`config.mk`:
```
export PLATFORM = sky130hd
export DESIGN_NAME = udp_iq_rx_unpack
export DESIGN_NICKNAME = d
export VERILOG_FILES = /design/src/rtl/udp_iq_pkg.sv /design/src/rtl/udp_iq_stat_cnt.sv /design/src/rtl/udp_iq_rx_unpack.sv
export SDC_FILE = /design/constraint.sdc
export NUM_CORES = 1
export LEC_CHECK = 0
export BUFFER_PORTS_ARGS = -buffer_cell sky130_fd_sc_hd__buf_2
export CAP_MARGIN = 20
export CORE_ASPECT_RATIO = 1.2
export CORE_MARGIN = 4
export CORE_UTILIZATION = 40
export CTS_CLUSTER_DIAMETER = 150
export DETAILED_ROUTE_END_ITERATION = 12
export GPL_ROUTABILITY_DRIVEN = 0
export GPL_TIMING_DRIVEN = 0
export PLACE_DENSITY = 0.61
export SETUP_SLACK_MARGIN = 0.3
export SKIP_CTS_REPAIR_TIMING = 1
export SYNTH_ARGS = -nofsm -noshare
export SYNTH_HDL_FRONTEND = slang
export SYNTH_SLANG_ARGS = --single-unit
```
`constraint.sdc`:
```
create_clock -name clk -period 2.21 [get_ports clk]
set_input_delay 0.221 -clock clk [delete_from_list [all_inputs] [get_ports clk]]
set_output_delay 0.221 -clock clk [all_outputs]
set_load 0.01 [all_outputs]
```
`src/rtl/udp_iq_pkg.sv`:
```
// Shared types and constants for the UDP I/Q receive unpacker.
package udp_iq_pkg;

    // Receive FSM: waiting for a header, or consuming payload words
    typedef enum logic [0:0] {
        ST_IDLE    = 1'b0,
        ST_PAYLOAD = 1'b1
    } rx_state_t;

    // Header word fields
    localparam int SEQ_MSB = 31;
    localparam int SEQ_LSB = 16;
    localparam int LEN_MSB = 15;
    localparam int LEN_LSB = 0;

    // Scale restored on receive; the transmit side removes it with >>>4
    localparam int DEF_SHIFT = 4;

endpackage

```
`src/rtl/udp_iq_stat_cnt.sv`:
```
// Saturating statistics counter with synchronous clear.
module udp_iq_stat_cnt #(
    parameter int CNT_W = 32
) (
    input  logic             clk,
    input  logic             i_clr,
    input  logic             i_inc,
    output logic [CNT_W-1:0] o_cnt
);

    logic [CNT_W-1:0] r_cnt;

    // Count increment strobes, holding at all-ones instead of wrapping
    always_ff @(posedge clk) begin
        if (i_clr) begin
            r_cnt <= '0;
        end else if (i_inc && (r_cnt != '1)) begin
            r_cnt <= r_cnt + 1'b1;
        end
    end

    assign o_cnt = r_cnt;

endmodule

```
`src/rtl/udp_iq_rx_unpack.sv`:
```
// UDP I/Q receive unpacker: parses the one-word header, streams scaled
// I/Q samples, checks framing/length/sequence and keeps link statistics.
module udp_iq_rx_unpack
    import udp_iq_pkg::*;
#(
    parameter int SHIFT = DEF_SHIFT,
    parameter int CNT_W = 32
) (
    input  logic                clk,
    input  logic                rst,
    input  logic [31:0]         in_dat,
    input  logic                in_valid,
    input  logic                in_sop,
    input  logic                in_eop,
    output logic signed [15:0]  out_i,
    output logic signed [15:0]  out_q,
    output logic                out_valid,
    output logic                out_last,
    output logic                pkt_done,
    output logic                pkt_err,
    output logic                seq_gap,
    output logic [CNT_W-1:0]    cnt_ok,
    output logic [CNT_W-1:0]    cnt_err,
    output logic [CNT_W-1:0]    cnt_gap
);

    rx_state_t   r_state;
    logic [15:0] r_len;
    logic [15:0] r_cnt;
    logic [15:0] r_prev_seq;
    logic        r_seq_armed;   // a previous header exists to compare against
    logic        r_lerr;        // words arrived beyond the announced length

    logic [15:0]        w_seq;
    logic [15:0]        w_len;
    logic [15:0]        w_seq_exp;
    logic [15:0]        w_cnt_inc;
    logic               w_fwd;
    logic signed [15:0] w_i;
    logic signed [15:0] w_q;

    assign w_seq     = in_dat[SEQ_MSB:SEQ_LSB];
    assign w_len     = in_dat[LEN_MSB:LEN_LSB];
    assign w_seq_exp = r_prev_seq + 16'd1;
    // r_cnt only advances while below r_len, so this never wraps
    assign w_cnt_inc = r_cnt + 16'd1;
    assign w_fwd     = in_valid && !in_sop && (r_state == ST_PAYLOAD) && (r_cnt < r_len);
    // Transmit range guarantees the shifted value fits; no saturation needed
    assign w_i       = in_dat[31:16] << SHIFT;
    assign w_q       = in_dat[15:0] << SHIFT;

    // Framing FSM, header latch, sequence check and end-of-packet status
    always_ff @(posedge clk) begin
        if (rst) begin
            r_state     <= ST_IDLE;
            r_len       <= '0;
            r_cnt       <= '0;
            r_prev_seq  <= '0;
            r_seq_armed <= 1'b0;
            r_lerr      <= 1'b0;
            pkt_done    <= 1'b0;
            pkt_err     <= 1'b0;
            seq_gap     <= 1'b0;
        end else begin
            pkt_done <= 1'b0;
            pkt_err  <= 1'b0;
            seq_gap  <= 1'b0;
            if (in_valid) begin
                if (in_sop) begin
                    r_len       <= w_len;
                    r_cnt       <= '0;
                    r_lerr      <= 1'b0;
                    r_prev_seq  <= w_seq;
                    r_seq_armed <= 1'b1;
                    seq_gap     <= r_seq_armed && (w_seq != w_seq_exp);
                    // A header inside a packet aborts it as an error
                    if (r_state == ST_PAYLOAD) begin
                        pkt_done <= 1'b1;
                        pkt_err  <= 1'b1;
                    end
                    if (in_eop) begin
                        // Single-word packet; if it also aborted one, the
                        // shared pulse reports the abort error
                        pkt_done <= 1'b1;
                        pkt_err  <= (r_state == ST_PAYLOAD) || (w_len != '0);
                        r_state  <= ST_IDLE;
                    end else begin
                        r_state  <= ST_PAYLOAD;
                    end
                end else if (r_state == ST_PAYLOAD) begin
                    if (w_fwd) begin
                        r_cnt  <= w_cnt_inc;
                    end else begin
                        r_lerr <= 1'b1;
                    end
                    if (in_eop) begin
                        pkt_done <= 1'b1;
                        pkt_err  <= r_lerr || !w_fwd || (w_cnt_inc != r_len);
                        r_state  <= ST_IDLE;
                    end
                end
            end
        end
    end

    // Sample path: scale and forward words that fall inside the announced length
    always_ff @(posedge clk) begin
        if (rst) begin
            out_i     <= '0;
            out_q     <= '0;
            out_valid <= 1'b0;
            out_last  <= 1'b0;
        end else begin
            out_valid <= w_fwd;
            out_last  <= w_fwd && (in_eop || (w_cnt_inc == r_len));
            if (w_fwd) begin
                out_i <= w_i;
                out_q <= w_q;
            end
        end
    end

    logic w_ok_inc;
    logic w_err_inc;

    assign w_ok_inc  = pkt_done && !pkt_err;
    assign w_err_inc = pkt_done && pkt_err;

    udp_iq_stat_cnt #(.CNT_W(CNT_W)) u_cnt_ok (
        .clk   (clk),
        .i_clr (rst),
        .i_inc (w_ok_inc),
        .o_cnt (cnt_ok)
    );

    udp_iq_stat_cnt #(.CNT_W(CNT_W)) u_cnt_err (
        .clk   (clk),
        .i_clr (rst),
        .i_inc (w_err_inc),
        .o_cnt (cnt_err)
    );

    udp_iq_stat_cnt #(.CNT_W(CNT_W)) u_cnt_gap (
        .clk   (clk),
        .i_clr (rst),
        .i_inc (seq_gap),
        .o_cnt (cnt_gap)
    );

endmodule

```
==> results.txt <==
status: finished, violations left
failing checks: negative setup slack
worst setup margin: -0.2674 ns
PnR Total Power: 6726 uW
Comb pwr share: 7.2%
Sw Share: 25.58%
EDFF count, synth: 0
I/O Buffers: 161
max-cap violations: 0
DP Wirelength: 19,010 um
clk buf depth: 2
CTS sink count: 176
Cell Chain, Critical Path: inv_1 > ha_4 > nand2_1 > o21ai_2 > a41oi_2 > a211oi_4 > or2_1 > buf_8 > buf_12 > o21ai_0 > a32o_1
Initial Utilization: 40.79%
slowest CP cell: a211oi_4
antenna violations before repair: 3
internal power: 5006 uW
core area: 21,700 um^2
crit path max fanout: 9
CTS tree: done
# IOs: 170
Worst setup EP type: register
worst-skew pair later-pin latency: 0.44 ns
Initial DRC Count: 345
Root Driver: clkbuf_16
vias per cell: 5.282
Tmin final: 2.477 ns
CTS clk-pin slew, worst paths: 0.07 ns
Peak VDD IR: 0.5313 mV
Primary FF master, synth: dfxtp_1
global-route usage over all layers: 20.20%
clock skew: 0.01374 ns
Final ANT Viol Nets: 0
WP data arrival: 2.80 ns
crit path launch type: register
number of global-route vias before repair: 7,685
top routing layer used: met5
power density cells: 583.2 nW/um^2
Post-Syn Instances: 1,086
Post-Synth Simple-Gate Area: 28.81%
max incr delay on CP: 0.46 ns
share of cells above drive strength 1: 29.52%
Mean Syn Cell Area: 8.151 um^2
Final nets: 1,349
Distinct cells, synth: 68
routed length on met1: 11,300 um
post-synthesis mux area share: 0.9329%
TritonRoute pass-1 iters: 5
Final Hold Vio Count: 0
largest net degree at the start of global routing: 18
RSZ-0062 raised after global routing: true
final wirelength: 25,760 um
grt ovf: 0
XOR/XNOR share of the synthesized area: 12.38%
Synth async-reset ratio: 0%
Hold WC Path Type: input port to register
Worst slew margin: 48.60%
vias: 8,340
YS warnings: 0
Routed WL per cell: 16.31 um
Synth Area in Adders: 2.968%
period utilization: 112.1%
met3 WL: 1582 um
Flop pwr share: 48.1%
worst-margin pin slew: 0.7709 ns
register bit total from synthesis: 176
critical path required time: 2.53 ns
row cnt: 59
largest family of logic cells by synthesized area: simple AND/OR/NAND/NOR gates
synthesized cell area: 8852 um^2
Seq/Total Area, Yosys: 39.80%
met2 wire length: 12,430 um
Die W: 143.8 um
WS Path Type: register to register
Final Slew Violations: 0
synthesis-to-layout area growth: 30.29%
die height: 171.0 um
TritonCTS buffer count: 17
FMAX: 403.6 MHz
die area: 24,580 um^2
H-tree Lvls: 4
Clock power frac: 44.7%
Final Util: 53.14%
leak pwr: 0.004497 uW
Synth Area in Compound Gates: 10.45%
Final setup viols: 40
first-pass GRT wire length: 39,610 um
fillers: 2,118
DRC viols: 0
switching power of the nets: 1721 uW
synthesized netlist by cell type (19+ instances only):
cell type,instances,area [um^2]
inv_1,30,112.6
nand2_1,163,611.8
a21oi_1,77,385.4
ha_1,21,262.8
o21ai_0,19,95.09
dfxtp_1,176,3523
nor3_1,26,130.1
xnor2_1,64,560.5
nor2_1,116,435.4
nand3_1,52,260.3
and4_1,19,166.4
nand4_1,43,269.0
clkbuf_1,39,146.4
xor2_1,58,508.0
registers in the layout (all words and copies together) (netlist names):
name / flops
out_i: 12
seq_gap: 1
r_prev_seq: 16
out_valid: 1
out_last: 1
r_len: 16
r_cnt: 16
r_lerr: 1
r_seq_armed: 1
pkt_done: 1
r_state: 1
out_q: 12
u_cnt_gap.o_cnt: 32
pkt_err: 1
u_cnt_ok.o_cnt: 32
u_cnt_err.o_cnt: 32
worst paths after layout:
check	startpoint	to	slack (ns)	cells after the start
hold / removal	in_dat[30]	r_prev_seq[14]$_SDFFE_PP0P_	0.04	3
hold reg to reg	out_q[15]$_SDFFE_PP0P_	out_q[15]$_SDFFE_PP0P_	0.45	2
setup reg to reg	r_len[10]$_SDFFE_PP0P_	r_cnt[14]$_SDFFE_PP0P_	-0.27	11
setup / recovery	r_len[10]$_SDFFE_PP0P_	r_cnt[14]$_SDFFE_PP0P_	-0.27	11
routing by layer:
metal  GRT usage [%]  vias to the layer above
met1           25.65                     3898
met3           4.641                       37
li1                -                     4172
met2           34.12                      227
met4           6.143                        6
met5               0                        -
final cells by class:
cell class,instances,area (um^2),share of cell area (%)
antenna,1,2.502,0.02170
buffer,62,407.9,3.537
clock buffer,18,439.2,3.808
clock inverter,14,142.6,1.237
inverter,31,116.4,1.009
multi-input combinational,824,5474,47.46
sequential,176,3632,31.49
tap,274,342.8,2.972
timing repair buffer,179,975.9,8.462
critical path, delay by kind of cell, from the launching register on:
family / cells / cell delay [ns]
AOI/OAI and AO/OA: 5 / 1.11
buffers and inverters: 3 / 0.35
DFF: 1 / 0.37
and+or+nand+nor: 2 / 0.27
adders and majority gates: 1 / 0.27
cells in the final DEF (no fill, tap or decap), types with 36 or more instances in the layout:
cell type,synthesis,routed
xor2_1,58,58
nand4_1,43,43
a21oi_1,77,70
xnor2_1,64,63
buf_2,8,166
nor2_1,116,114
dfxtp_1,176,123
nand2_1,163,162
nand3_1,52,44
dfxtp_2,0,36
through the flow:
| stage | area [um^2] | hold WS (ns) | TNS [ns] | setup WS [ns] | std cells |
|---|---|---|---|---|---|
| floorplan | 9126 | 0.3157 | 0 | 0.09406 | 1093 |
| global placement | 10270 | 0.4372 | -15.58 | -0.4651 | 1528 |
| detailed placement | 10270 | 0.4402 | -14.17 | -0.4405 | 1528 |
| CTS | 10860 | 0.02193 | -14.76 | -0.4913 | 1560 |
| global route | 11530 | 0.03394 | -9.955 | -0.3529 | 1578 |
| finish | 11530 | 0.03592 | -6.297 | -0.2674 | 1579 |
kinds of logic (layout without fill, tap and decap cells):
logic type | after synthesis | count (layout)
AOI/OAI and AO/OA | 151 | 151
xor gates and xnor gates | 123 | 123
adders and majority gates | 21 | 21
buffers and inverters | 93 | 304
DFF | 176 | 176
muxes | 8 | 8
other | 1 | 9
and+or+nand+nor | 513 | 513
power by group through the flow:
stage | clock network [uW] | logic [uW] | registers, uW
2_1_floorplan | 0 | 260 | 3310
3_3_place_gp | 0 | 424 | 3320
3_5_place_dp | 0 | 425 | 3320
4_1_cts | 3090 | 428 | 3250
5_1_grt | 3230 | 530 | 3240
6_report | 3000 | 485 | 3240
No activity file was read; power rests on OpenSTA's default activity.
